### src/rtl/frame_info_pkg.sv
`default_nettype none
// ============================================================================
// Module   : frame_info_pkg
// Brief    : Shared types and constants for the frame info double-buffer.
// Revision : 1.0  initial release
// ============================================================================
package frame_info_pkg;

    typedef enum logic [1:0] {
        ST_IDLE   = 2'd0,
        ST_ARMED  = 2'd1,
        ST_COMMIT = 2'd2
    } state_t;

    localparam logic [1:0] ADDR_MAP   = 2'd0;
    localparam logic [1:0] ADDR_KIRBY = 2'd1;
    localparam logic [1:0] ADDR_CTRL  = 2'd2;
    localparam logic [1:0] ADDR_RSVD  = 2'd3;

    localparam int unsigned CTRL_ARM_BIT    = 0;
    localparam int unsigned CTRL_CANCEL_BIT = 1;

    localparam int unsigned MAP_IDX_MSB  = 17;
    localparam int unsigned MAP_IDX_LSB  = 16;
    localparam int unsigned MAP_IMGX_LSB = 8;
    localparam int unsigned MAP_IMGY_LSB = 0;

    localparam int unsigned KIRBY_POSX_LSB = 24;
    localparam int unsigned KIRBY_POSY_LSB = 16;
    localparam int unsigned KIRBY_IMGX_LSB = 8;
    localparam int unsigned KIRBY_IMGY_LSB = 0;

    // Bits above the map index are unused and always stored as zero.
    localparam logic [31:0] MAP_WORD_MASK = (32'd1 << (MAP_IDX_MSB + 1)) - 32'd1;

endpackage : frame_info_pkg
`default_nettype wire

### src/rtl/vs_edge_sync.sv
`default_nettype none
// ============================================================================
// Module   : vs_edge_sync
// Brief    : Two-flop synchronizer for VGA_VS plus registered falling-edge pulse.
// Revision : 1.0  initial release
// ============================================================================
module vs_edge_sync (
    input  logic Clk,
    input  logic Reset,
    input  logic i_vs_n,
    output logic o_vs_fall
);

    logic r_sync1;
    logic r_sync2;
    logic r_sync_hist;
    logic r_vs_fall;

    // Flops idle high so that leaving reset never fakes a falling edge.
    always_ff @(posedge Clk) begin
        if (!Reset) begin
            r_sync1     <= 1'b1;
            r_sync2     <= 1'b1;
            r_sync_hist <= 1'b1;
            r_vs_fall   <= 1'b0;
        end else begin
            r_sync1     <= i_vs_n;
            r_sync2     <= r_sync1;
            r_sync_hist <= r_sync2;
            r_vs_fall   <= r_sync_hist & ~r_sync2;
        end
    end

    assign o_vs_fall = r_vs_fall;

endmodule : vs_edge_sync
`default_nettype wire

### src/rtl/frame_info_ctrl.sv
`default_nettype none
// ============================================================================
// Module   : frame_info_ctrl
// Brief    : Shadowed map/Kirby info words, committed atomically on vsync.
// Revision : 1.0  initial release
// ============================================================================
module frame_info_ctrl
    import frame_info_pkg::*;
#(
    parameter int FC_W = 16
) (
    input  logic            Clk,
    input  logic            Reset,
    input  logic            VGA_VS,
    input  logic            wr_req,
    input  logic [1:0]      wr_addr,
    input  logic [31:0]     wr_data,
    output logic            wr_ack,
    output logic [31:0]     Map_Info,
    output logic [31:0]     Kirby_Info,
    output logic            commit_pending,
    output logic [FC_W-1:0] frame_count
);

    logic            w_vs_fall;
    logic            w_accept;
    logic            w_ctrl_wr;
    logic            w_arm;
    logic            w_cancel;

    state_t          r_state;
    logic            r_pending;
    logic            r_ack;
    logic [31:0]     r_map_sh;
    logic [31:0]     r_kirby_sh;
    logic [31:0]     r_map;
    logic [31:0]     r_kirby;
    logic [FC_W-1:0] r_fc;

    vs_edge_sync u_vs_sync (
        .Clk       (Clk),
        .Reset     (Reset),
        .i_vs_n    (VGA_VS),
        .o_vs_fall (w_vs_fall)
    );

    assign w_accept  = wr_req && !r_ack && (r_state != ST_COMMIT);
    assign w_ctrl_wr = w_accept && (wr_addr == ADDR_CTRL);
    assign w_arm     = w_ctrl_wr && wr_data[CTRL_ARM_BIT];
    assign w_cancel  = w_ctrl_wr && !wr_data[CTRL_ARM_BIT] && wr_data[CTRL_CANCEL_BIT];

    // A cancel arriving with vs_fall wins: the CPU asked to drop the commit.
    always_ff @(posedge Clk) begin
        if (!Reset) begin
            r_state   <= ST_IDLE;
            r_pending <= 1'b0;
        end else begin
            case (r_state)
                ST_IDLE: begin
                    if (w_arm) begin
                        r_state   <= ST_ARMED;
                        r_pending <= 1'b1;
                    end
                end
                ST_ARMED: begin
                    if (w_cancel) begin
                        r_state   <= ST_IDLE;
                        r_pending <= 1'b0;
                    end else if (w_vs_fall) begin
                        r_state   <= ST_COMMIT;
                        r_pending <= 1'b0;
                    end
                end
                ST_COMMIT: begin
                    r_state   <= ST_IDLE;
                    r_pending <= 1'b0;
                end
                default: begin
                    r_state   <= ST_IDLE;
                    r_pending <= 1'b0;
                end
            endcase
        end
    end

    always_ff @(posedge Clk) begin
        if (!Reset) begin
            r_ack      <= 1'b0;
            r_map_sh   <= '0;
            r_kirby_sh <= '0;
            r_map      <= '0;
            r_kirby    <= '0;
            r_fc       <= '0;
        end else begin
            r_ack <= w_accept;
            if (w_accept) begin
                case (wr_addr)
                    ADDR_MAP:   r_map_sh   <= wr_data & MAP_WORD_MASK;
                    ADDR_KIRBY: r_kirby_sh <= wr_data;
                    default:    ;
                endcase
            end
            // Shadows are frozen in COMMIT because writes stall there.
            if (r_state == ST_COMMIT) begin
                r_map   <= r_map_sh;
                r_kirby <= r_kirby_sh;
            end
            if (w_vs_fall) begin
                r_fc <= r_fc + FC_W'(1);
            end
        end
    end

    assign wr_ack         = r_ack;
    assign Map_Info       = r_map;
    assign Kirby_Info     = r_kirby;
    assign commit_pending = r_pending;
    assign frame_count    = r_fc;

endmodule : frame_info_ctrl
`default_nettype wire

### config.mk
export PLATFORM = sky130hd
export DESIGN_NAME = frame_info_ctrl
export DESIGN_NICKNAME = d
export VERILOG_FILES = /design/src/rtl/frame_info_pkg.sv /design/src/rtl/vs_edge_sync.sv /design/src/rtl/frame_info_ctrl.sv
export SDC_FILE = /design/constraint.sdc
export NUM_CORES = 1
export LEC_CHECK = 0
export CAP_MARGIN = 5
export CORE_MARGIN = 3
export CORE_UTILIZATION = 54
export CTS_BUF_LIST = sky130_fd_sc_hd__clkbuf_4
export DETAILED_ROUTE_END_ITERATION = 12
export GPL_TIMING_DRIVEN = 0
export PLACE_DENSITY = 0.84
export SLEW_MARGIN = 20
export SYNTH_ARGS = -nofsm -noshare
export SYNTH_HDL_FRONTEND = slang
export SYNTH_SLANG_ARGS = --single-unit
### constraint.sdc
create_clock -name Clk -period 4.6 [get_ports Clk]
set_input_delay 0.92 -clock Clk [delete_from_list [all_inputs] [get_ports Clk]]
set_output_delay 0.92 -clock Clk [all_outputs]
set_load 0.03 [all_outputs]
==> impl_metrics.yaml, run 1 <==
outcome:
  result_of_the_run: "completed"
clock_network:
  number_of_clock_buffers_inserted_by_tritoncts: 17
  post_cts_clock_slew_at_the_launch_and_capture_registers_of_the_worst_setup_and_hold_paths_ns: 0.11
  cts_resized: 0
  post-cts-setup-buffer-count: 0
  clock_root_buffer: "sky130_fd_sc_hd__clkbuf_4"
  cts.path.max_buffers: 2
  cts_hold_buf: 0
  cts.htree.levels: 4
  clock_latency_ns: 0.53
  clkSinkCount: 123
  tritoncts: "yes"
layout:
  layout.nets: 717
  antenna_cells_inserted: 0
  layout-drive-gt1-share_pct: 7.959
  postLayoutCellArea_mm2: 0.006227
  n_fill_cell: 627
  growth_of_design_area_from_synthesis_to_finish_pct: 32.16
synth:
  synth_area_per_cell_um2: 8.694
  post_synth_instance_area_mm2: 0.004712
  synth.most_common_cell: "sky130_fd_sc_hd__nand2_1"
  synth-edff-count: 0
  synth_sequential_area_ratio_pct: 52.26
  yosysTopAreaCell: "sky130_fd_sc_hd__dfxtp_1"
  postSynthCellCount: 542
  asyncSetResetFlopFracSynth_pct: 0
  postSynth.topFlopCell: "sky130_fd_sc_hd__dfxtp_1"
  yosys.cell_types.count: 29
  ys_top_cells_by_count: "sky130_fd_sc_hd__nand2_1 (192), sky130_fd_sc_hd__dfxtp_1 (123), sky130_fd_sc_hd__a21oi_1 (56), sky130_fd_sc_hd__mux2i_1 (56), sky130_fd_sc_hd__clkbuf_1 (25)"
  postSynthRegisterBits: 123
  yosysTopAreaCellShare_pct: 52.26
  synthesis.yosys.warnings: 0
  synth_area_leaders: "sky130_fd_sc_hd__dfxtp_1 (52%), sky130_fd_sc_hd__nand2_1 (15%), sky130_fd_sc_hd__mux2i_1 (12%)"
critical_path:
  timing.critical_path.to_type: "output pin"
  crit_arrival_ns: 1.70
  critical-path-slowest-cell: "sky130_fd_sc_hd__clkdlybuf4s50_1"
  cp.depth: 1
  critical_path_peak_fanout: 7
  worstPathBufferInverterCount: 1
  cp_slowest_stage_delay_ns: 0.71
  crit_path_start_kind: "flip-flop"
  number_of_cell_instances_on_the_worst_register_to_register_path: 5
  worstSetupPathType: "reg -> out"
  worstPathCellList: "clkdlybuf4s50_1"
  critPathTopFamily: "buffers and inverters"
  required_time_of_the_critical_path_ns: 3.68
global_route:
  global_route_wire_length_before_repair_mm: 19.00
  grt_pass1_vias: 3960
  grt_antenna_before_repair: 0
  globalRouteTotalUtil_pct: 24.20
  gr-total-overflow: 0
  grt_max_degree: 17
timing:
  share_of_the_clock_period_used_by_the_worst_path_after_layout_pct: 57.05
  setup_viol: 0
  period_needed_ns: 2.624
  final_max_slew_viol_count: 0
  grt_setup_unrepaired: "false"
  tns_ns: 0
  worst_margin_pin_slew_ns: 0.5521
  timing.hold.ws_ns: 0.4196
  setup_slack_ns: 1.976
  timing.fmax_mhz: 381.0
  worst_clock_skew_ns: 0.009752
  report.final.hold_viol_count: 0
  slew_headroom_pct: 63.20
place:
  port_buffers: 104
  dpl_cell_area_mm2: 0.005933
  globalplace.congestion: 0.8858
  place_worst_setup_slack_ns: 1.968
  hpwl_mm: 8.538
drt:
  routed_wirelength_mm: 11.61
  detailed_router_s_first_iteration_violation_count: 201
  dr.pass1.iters: 5
  antenna_left: 0
  drt-wirelength-per-cell_um: 14.58
  vias: 4163
  vias_per_cell: 5.230
  remaining_drc_errors: 0
die:
  coreArea_mm2: 0.008341
  num_io_pins: 120
  initial_core_util_pct: 56.50
  die_height_um: 99.41
  floorplan.die.width_um: 99.41
  row_count: 33
  die-area_mm2: 0.009882
hold_path:
  hold_path_depth: 2
  min-delay-path-class: "reg -> reg"
run:
  max_cap_viol_count: 0
pwr:
  areal_power_density_over_the_cells_mw_per_mm2: 322.7
  vdd_ir_drop_max_mv: 0.2368
  total_leakage_power_nw: 2.299
==> power by group <==
group / switching (W) / leakage [nW] / internal [W]
Clock: 0.000398 / 0.148 / 0.000382
Combinational: 0.0000767 / 1.16 / 0.0000623
Sequential: 0.00000961 / 0.994 / 0.00108
==> layout make-up <==
class / instances / area [um^2] / area share [%]
sequential: 123 / 2462 / 39.54
multi-input combinational: 378 / 2016 / 32.37
timing repair buffer: 104 / 1041 / 16.72
buffer: 50 / 267.8 / 4.300
clock inverter: 13 / 151.4 / 2.431
clock buffer: 19 / 142.6 / 2.291
tap: 105 / 131.4 / 2.110
inverter: 4 / 15.01 / 0.2411
==> per-stage QoR <==
step	total power (W)	std cells	utilization (%)
after floorplan	0.001196	555	-
after global placement	0.001248	764	71.14
after detailed placement	0.001252	764	71.14
after CTS	0.002014	796	74.66
after global routing	0.002080	796	74.66
final	0.002009	796	74.66
==> tightest hold or removal path, stage by stage (launching register included) <==
cell and delay, ns:
sky130_fd_sc_hd__dfxtp_1 0.31, sky130_fd_sc_hd__inv_1 0.04, sky130_fd_sc_hd__nor2_1 0.03
==> state kept, by name, summed over array words and instances (netlist names) <==
signal and cells:
r_state 2, Kirby_Info 32, u_vs_sync.r_sync_hist 1, u_vs_sync.r_sync1 1, frame_count 16, u_vs_sync.o_vs_fall 1
r_map_sh 18, wr_ack 1, r_kirby_sh 32, Map_Info 18, u_vs_sync.r_sync2 1
==> layer usage <==
| metal | share of wire [%] | vias to the layer above | routed length [um] | GRT usage (%) |
|---|---|---|---|---|
| met5 | 0 | - | 0 | 0 |
| met1 | 43 | 1932 | 4934 | 30.29 |
| li1 | - | 2036 | - | - |
| met4 | 2.0 | 0 | 237 | 8.508 |
| met3 | 6.5 | 30 | 757 | 6.101 |
| met2 | 49 | 165 | 5678 | 40.60 |
==> cells in the final DEF, fill, tap and decap left out, types with 3 or more instances in the layout <==
cell | netlist | final
sky130_fd_sc_hd__inv_1 | 3 | 3
sky130_fd_sc_hd__nor2_1 | 6 | 6
sky130_fd_sc_hd__buf_1 | 4 | 4
sky130_fd_sc_hd__conb_1 | 1 | 14
sky130_fd_sc_hd__or4_1 | 5 | 5
sky130_fd_sc_hd__nand3_1 | 4 | 4
sky130_fd_sc_hd__buf_4 | 14 | 14
sky130_fd_sc_hd__clkbuf_1 | 25 | 25
sky130_fd_sc_hd__nor4_1 | 6 | 6
sky130_fd_sc_hd__o31ai_1 | 4 | 4
sky130_fd_sc_hd__nand2_1 | 192 | 192
sky130_fd_sc_hd__xor2_1 | 3 | 3
sky130_fd_sc_hd__nand2b_1 | 15 | 15
sky130_fd_sc_hd__buf_6 | 3 | 3
sky130_fd_sc_hd__clkinvlp_4 | 0 | 5
sky130_fd_sc_hd__buf_2 | 4 | 4
sky130_fd_sc_hd__clkdlybuf4s50_1 | 0 | 104
sky130_fd_sc_hd__a21oi_1 | 56 | 56
sky130_fd_sc_hd__clkbuf_4 | 0 | 19
sky130_fd_sc_hd__dfxtp_1 | 123 | 123
sky130_fd_sc_hd__mux2i_1 | 56 | 56
sky130_fd_sc_hd__clkinv_2 | 0 | 4
sky130_fd_sc_hd__bufinv_16 | 0 | 3
sky130_fd_sc_hd__nand4_1 | 5 | 5
==> final timing paths <==
check	slack [ns]	to	start
max	1.98	frame_count[6]	frame_count[6]
min	0.42	u_vs_sync.o_vs_fall	u_vs_sync.r_sync_hist
max reg2reg	2.83	r_kirby_sh[4]	r_state[0]
min reg2reg	0.42	u_vs_sync.o_vs_fall	u_vs_sync.r_sync_hist
==> logic make-up after synthesis <==
family / synth area share, %
compound gates: 6.957
fa+ha+maj: 0.2655
flops: 52.26
buf+inv: 6.001
simple gates: 21.80
xor+xnor: 0.7436
mux: 11.90
other cells: 0.07958
(Power assumes the default switching activity.)
==> run 2, diff against run 1 <==
--- a/config.mk
+++ b/config.mk
@@ -7,11 +7,11 @@
 export LEC_CHECK = 0
 export CAP_MARGIN = 5
 export CORE_MARGIN = 3
-export CORE_UTILIZATION = 54
+export CORE_UTILIZATION = 46
 export CTS_BUF_LIST = sky130_fd_sc_hd__clkbuf_4
 export DETAILED_ROUTE_END_ITERATION = 12
 export GPL_TIMING_DRIVEN = 0
-export PLACE_DENSITY = 0.84
+export PLACE_DENSITY = 0.76
 export SLEW_MARGIN = 20
 export SYNTH_ARGS = -nofsm -noshare
 export SYNTH_HDL_FRONTEND = slang
==> constraint.sdc (replaced) <==
create_clock -name Clk -period 2.1 [get_ports Clk]
set_input_delay 0.42 -clock Clk [delete_from_list [all_inputs] [get_ports Clk]]
set_output_delay 0.42 -clock Clk [all_outputs]
set_load 0.03 [all_outputs]
==> run 2 against run 1 <==
Combinational power is 120% higher. Critical endpoint is now frame_count[9]. Count of clock-buffer cells in the layout increased by 2. Via count fell by 1.6%. First-iteration DRC count increased by 24%. Clock skew increased by 0.0054 ns. Sequential share of layout area fell by 0.63 points. Largest power group unchanged. Largest cell class unchanged. Critical path type unchanged. Global-route usage shrank 3.7 points. Die area rose by 16%. Register-to-register slack worse by 2.5 ns. Wire length shrank 1.4%. Worst hold slack got worse by 0.076 ns. Critical path depth is the same.
==> impl_metrics.yaml, run 2 (synthesis results as in run 1) <==
run:
  max_cap_viol_count: 0
clock_network:
  clock_latency_ns: 0.49
  cts.htree.levels: 4
  cts_hold_buf: 0
  post_cts_clock_slew_at_the_launch_and_capture_registers_of_the_worst_setup_and_hold_paths_ns: 0.10
  clock_root_buffer: "sky130_fd_sc_hd__clkbuf_4"
  cts.path.max_buffers: 2
  post-cts-setup-buffer-count: 0
  number_of_clock_buffers_inserted_by_tritoncts: 17
  tritoncts: "yes"
  clkSinkCount: 123
layout:
  growth_of_design_area_from_synthesis_to_finish_pct: 34.31
  mostFrequentLayoutCell: "sky130_fd_sc_hd__nand2_1"
  layoutNonFillerInstCount: 823
  final_cell_mix: "sky130_fd_sc_hd__nand2_1 (192), sky130_fd_sc_hd__dfxtp_1 (123), sky130_fd_sc_hd__clkdlybuf4s50_1 (91)"
  layout-drive-gt1-share_pct: 7.547
  n_fill_cell: 830
  layout.nets: 717
die:
  floorplan.die.width_um: 107.2
  row_count: 36
  coreArea_mm2: 0.009864
  die-area_mm2: 0.01149
  die_height_um: 107.2
  initial_core_util_pct: 47.77
  num_io_pins: 120
timing:
  worst_margin_pin_slew_ns: 0.6631
  period_needed_ns: 1.976
  grt_setup_unrepaired: "false"
  worst_clock_skew_ns: 0.01513
  setup_viol: 0
  report.final.hold_viol_count: 0
  share_of_the_clock_period_used_by_the_worst_path_after_layout_pct: 94.08
  timing.fmax_mhz: 506.2
  slew_headroom_pct: 55.79
  final_max_slew_viol_count: 0
drt:
  routed_wirelength_mm: 11.44
  antenna_left: 0
  drt-wirelength-per-cell_um: 13.90
  detailed_router_s_first_iteration_violation_count: 249
  dr.pass1.iters: 5
  vias: 4097
  vias_per_cell: 4.978
  remaining_drc_errors: 0
critical_path:
  worst_setup_path_startpoint: "frame_count[9]"
  required_time_of_the_critical_path_ns: 1.68
  critPathTopFamily: "buffers and inverters"
  crit_arrival_ns: 1.56
  critical-path-slowest-cell: "sky130_fd_sc_hd__clkdlybuf4s50_1"
  worstSetupPathType: "reg -> out"
  cp_slowest_stage_delay_ns: 0.69
  timing.critical_path.to_type: "output pin"
  crit_path_start_kind: "flip-flop"
  worstPathCellList: "clkdlybuf4s50_1"
  worstPathBufferInverterCount: 1
  critical_path_peak_fanout: 4
  regToRegStartpoint: "r_state[0]"
outcome:
  result_of_the_run: "completed"
pwr:
  power.sequential.fraction_pct: 52.1
  cell_internal_pwr_w: 0.003604
  swShare_pct: 21.41
  finalPower_w: 0.004586
  power.share.combinational_pct: 6.6
  reported_net_switching_power_w: 0.0009819
  clockPowerShare_pct: 41.3
  total_leakage_power_nw: 2.558
  areal_power_density_over_the_cells_mw_per_mm2: 724.7
  vdd_ir_drop_max_mv: 0.5538
place:
  port_buffers: 104
  hpwl_mm: 8.584
  globalplace.congestion: 0.8306
  placed_cells: 792
global_route:
  grt_antenna_before_repair: 0
  grt_pass1_vias: 3941
  global_route_wire_length_before_repair_mm: 18.69
  gr-total-overflow: 0
  grt_max_degree: 17
  globalRouteTotalUtil_pct: 20.51
hold_path:
  startpoint_of_the_most_critical_hold_path: "Reset"
  min-delay-path-class: "in -> reg"
## run 2: changes by cell type in the layout (fill, tap and decap cells not counted), sizes merged, moves of 2 or more
cell	change
clkinvlp	-5
clkdlybuf4s50	-13
dlymetal6s2s	+12
clkbuf	+2
bufinv	+2
## run 2: final timing paths
kind / to / slack [ns] / depth (start not counted)
worst max-delay path: frame_count[9] / 0.12 / 1
worst min-delay path: frame_count[12] / 0.34 / 3
worst max register to register: r_kirby_sh[11] / 0.35 / 5
worst min register to register: u_vs_sync.o_vs_fall / 0.41 / 2
## run 2: power groups by stage
stage	Combinational, W	Sequential (W)	Clock (W)
floorplan	0.000180	0.00244	0
global placement	0.000299	0.00244	0
detailed placement	0.000305	0.00244	0
CTS	0.000305	0.00239	0.00193
global route	0.000331	0.00239	0.00204
finish	0.000305	0.00239	0.00189
## run 2: metal layers
| layer | vias to the layer above | routed length [um] | track usage [%] |
|---|---|---|---|
| li1 | 2042 | - | - |
| met1 | 1929 | 5092 | 25.91 |
| met2 | 112 | 5488 | 34.00 |
| met3 | 14 | 681 | 5.900 |
| met4 | 0 | 177 | 6.027 |
| met5 | - | 0 | 0 |
## run 2: repair_timing
action                                  in CTS  in global routing
endpoints found under the setup margin       1                 12
gates resized for setup                      1                 12
pin swaps                                    0                  0
## run 2: layout make-up
cell class | instances | area [um^2] | area share (%)
Inverter | 4 | 15.01 | 0.2372
Clock inverter | 9 | 171.4 | 2.709
Clock buffer | 21 | 157.7 | 2.491
Timing Repair Buffer | 104 | 1070 | 16.90
Buffer | 50 | 267.8 | 4.231
Sequential cell | 123 | 2462 | 38.91
Tap cell | 133 | 166.4 | 2.630
Multi-Input combinational cell | 378 | 2016 | 31.85
Antenna cell | 1 | 2.502 | 0.03954
## run 2: metrics by stage
stage / setup WS (ns) / cell area [um^2] / utilization (%) / hold slack, ns / TNS [ns]
detailed placement: -0.04463 / 5968 / 60.50 / 0.4062 / -0.3892
floorplan: 0.3194 / 4761 / - / 0.3863 / 0
global placement: -0.01831 / 5968 / 60.50 / 0.3928 / -0.1998
finish: 0.1243 / 6329 / 64.16 / 0.3439 / 0
global route: 0.01863 / 6326 / 64.13 / 0.3331 / 0
CTS: 0.003988 / 6296 / 63.83 / 0.3146 / 0
==> run 3, diff against run 2 <==
--- a/config.mk
+++ b/config.mk
@@ -6,11 +6,12 @@
 export NUM_CORES = 1
 export LEC_CHECK = 0
 export CAP_MARGIN = 5
-export CORE_MARGIN = 3
+export CORE_MARGIN = 2
 export CORE_UTILIZATION = 46
 export CTS_BUF_LIST = sky130_fd_sc_hd__clkbuf_4
 export DETAILED_ROUTE_END_ITERATION = 12
 export GPL_TIMING_DRIVEN = 0
+export MAX_ROUTING_LAYER = met4
 export PLACE_DENSITY = 0.76
 export SLEW_MARGIN = 20
 export SYNTH_ARGS = -nofsm -noshare
==> run 3 against run 2 <==
Global-route usage rose by 1.9 points. Total power fell by 1.9%. Sequential power barely moved. Setup slack got worse by 0.049 ns. Utilization fell by 0.15 points. Critical path depth did not move. Maximum frequency fell by 2.4%. Count of clock-buffer cells in the layout fell by 4. Non-clock buffer count did not move. Critical endpoint is now Kirby_Info[4]. Largest cell class unchanged.
==> impl_metrics.yaml, run 3 (synthesis results as in run 1) <==
critical_path:
  crit_arrival_ns: 1.61
  worstSetupPathType: "reg -> out"
  critical-path-slowest-cell: "sky130_fd_sc_hd__clkdlybuf4s50_1"
  critical_path_peak_fanout: 2
  crit_path_start_kind: "flip-flop"
  cp_slowest_stage_delay_ns: 0.70
  worstPathBufferInverterCount: 1
  regToRegStartpoint: "r_state[0]"
  worstPathCellList: "clkdlybuf4s50_1"
  critPathTopFamily: "buffers and inverters"
  required_time_of_the_critical_path_ns: 1.68
  timing.critical_path.to_type: "output pin"
  worst_setup_path_startpoint: "Kirby_Info[4]"
timing:
  setup_slack_ns: 0.07487
  worst_margin_pin_slew_ns: 0.6058
  share_of_the_clock_period_used_by_the_worst_path_after_layout_pct: 96.43
  setup_viol: 0
  period_needed_ns: 2.025
  final_max_slew_viol_count: 0
  timing.fmax_mhz: 493.8
  timing.hold.ws_ns: 0.3333
  slew_headroom_pct: 59.61
  report.final.hold_viol_count: 0
  worst_clock_skew_ns: 0.01659
  grt_setup_unrepaired: "false"
place:
  port_buffers: 104
  globalplace.congestion: 0.8482
  placed_cells: 792
  dpl_cell_area_mm2: 0.005968
  hpwl_mm: 8.576
  place_worst_setup_slack_ns: -0.05892
layout:
  n_fill_cell: 846
  layoutNonFillerInstCount: 824
  growth_of_design_area_from_synthesis_to_finish_pct: 33.99
  antenna_cells_inserted: 0
  postLayoutCellArea_mm2: 0.006314
  layout-drive-gt1-share_pct: 8.104
  mostFrequentLayoutCell: "sky130_fd_sc_hd__nand2_1"
  ff_latch_area_mm2: 0.002462
  final_cell_mix: "sky130_fd_sc_hd__nand2_1 (192), sky130_fd_sc_hd__dfxtp_1 (123), sky130_fd_sc_hd__clkdlybuf4s50_1 (90)"
  layout.nets: 717
  area_taken_by_multi_input_logic_gates_mm2: 0.002016
clock_network:
  cts.path.max_buffers: 2
  cts.htree.levels: 4
  post-cts-setup-buffer-count: 0
  number_of_clock_buffers_inserted_by_tritoncts: 17
  clkSinkCount: 123
  clock_latency_ns: 0.51
  cts_resized: 2
  clock_root_buffer: "sky130_fd_sc_hd__clkbuf_4"
  cts_hold_buf: 0
  tritoncts: "yes"
  post_cts_clock_slew_at_the_launch_and_capture_registers_of_the_worst_setup_and_hold_paths_ns: 0.13
die:
  die-area_mm2: 0.01107
  num_io_pins: 120
  initial_core_util_pct: 47.77
  coreArea_mm2: 0.009864
  floorplan.die.width_um: 105.2
  row_count: 36
  die_height_um: 105.2
global_route:
  grt_antenna_before_repair: 0
  global_route_wire_length_before_repair_mm: 19.24
  grt_max_degree: 17
  globalRouteTotalUtil_pct: 22.40
  globalRouteMet3Util_pct: 5.009
  grt_pass1_vias: 3971
  globalRoute.busiestLayer: "met2"
  gr-total-overflow: 0
  global_route_track_usage_on_met2_pct: 36.41
  global_route.usage.met1_pct: 27.84
drt:
  drt-wirelength-per-cell_um: 14.14
  vias: 4080
  remaining_drc_errors: 0
  vias_per_cell: 4.951
  routed_wirelength_mm: 11.65
  dr.pass1.iters: 5
  antenna_left: 0
  detailed_router_s_first_iteration_violation_count: 175
pwr:
  areal_power_density_over_the_cells_mw_per_mm2: 712.7
  finalPower_w: 0.004500
  total_leakage_power_nw: 2.550
  vdd_ir_drop_max_mv: 0.3301
hold_path:
  min-delay-path-class: "in -> reg"
  startpoint_of_the_most_critical_hold_path: "Reset"
run:
  max_cap_viol_count: 0
outcome:
  result_of_the_run: "completed"
==> run 3: power breakdown <==
part,internal [W],switching (W)
combinational,0.000136,0.000168
clock,0.000850,0.000956
sequential,0.00237,0.0000201
==> run 3: area by class of cell <==
cell class,count,area share (%)
multi-input cells,378,31.93
well taps,133,2.636
inverters,4,0.2378
flip-flops and latches,123,39.00
clock inverters,15,3.012
clock buffers,17,2.021
plain buffers,50,4.241
repair buffers,104,16.92
==> run 3: final timing paths <==
| path | to | slack [ns] | cells past startpoint |
|---|---|---|---|
| setup / recovery | Kirby_Info[4] | 0.07 | 1 |
| hold / removal | frame_count[12] | 0.33 | 3 |
| setup reg to reg | r_kirby_sh[17] | 0.35 | 5 |
| hold reg to reg | u_vs_sync.o_vs_fall | 0.43 | 2 |
==> run 3: metal layers <==
layer / up-vias / share of wire [%]
met4: 0 / 1.4
met5: - / 0
li1: 2033 / -
met1: 1898 / 44
met3: 15 / 4.9
met2: 134 / 49
==> run 3: metrics by stage <==
stage / util [%] / TNS, ns
floorplan: - / 0
global placement: 60.50 / -0.1352
detailed placement: 60.50 / -1.152
CTS: 63.70 / 0
global route: 64.00 / 0
finish: 64.00 / 0
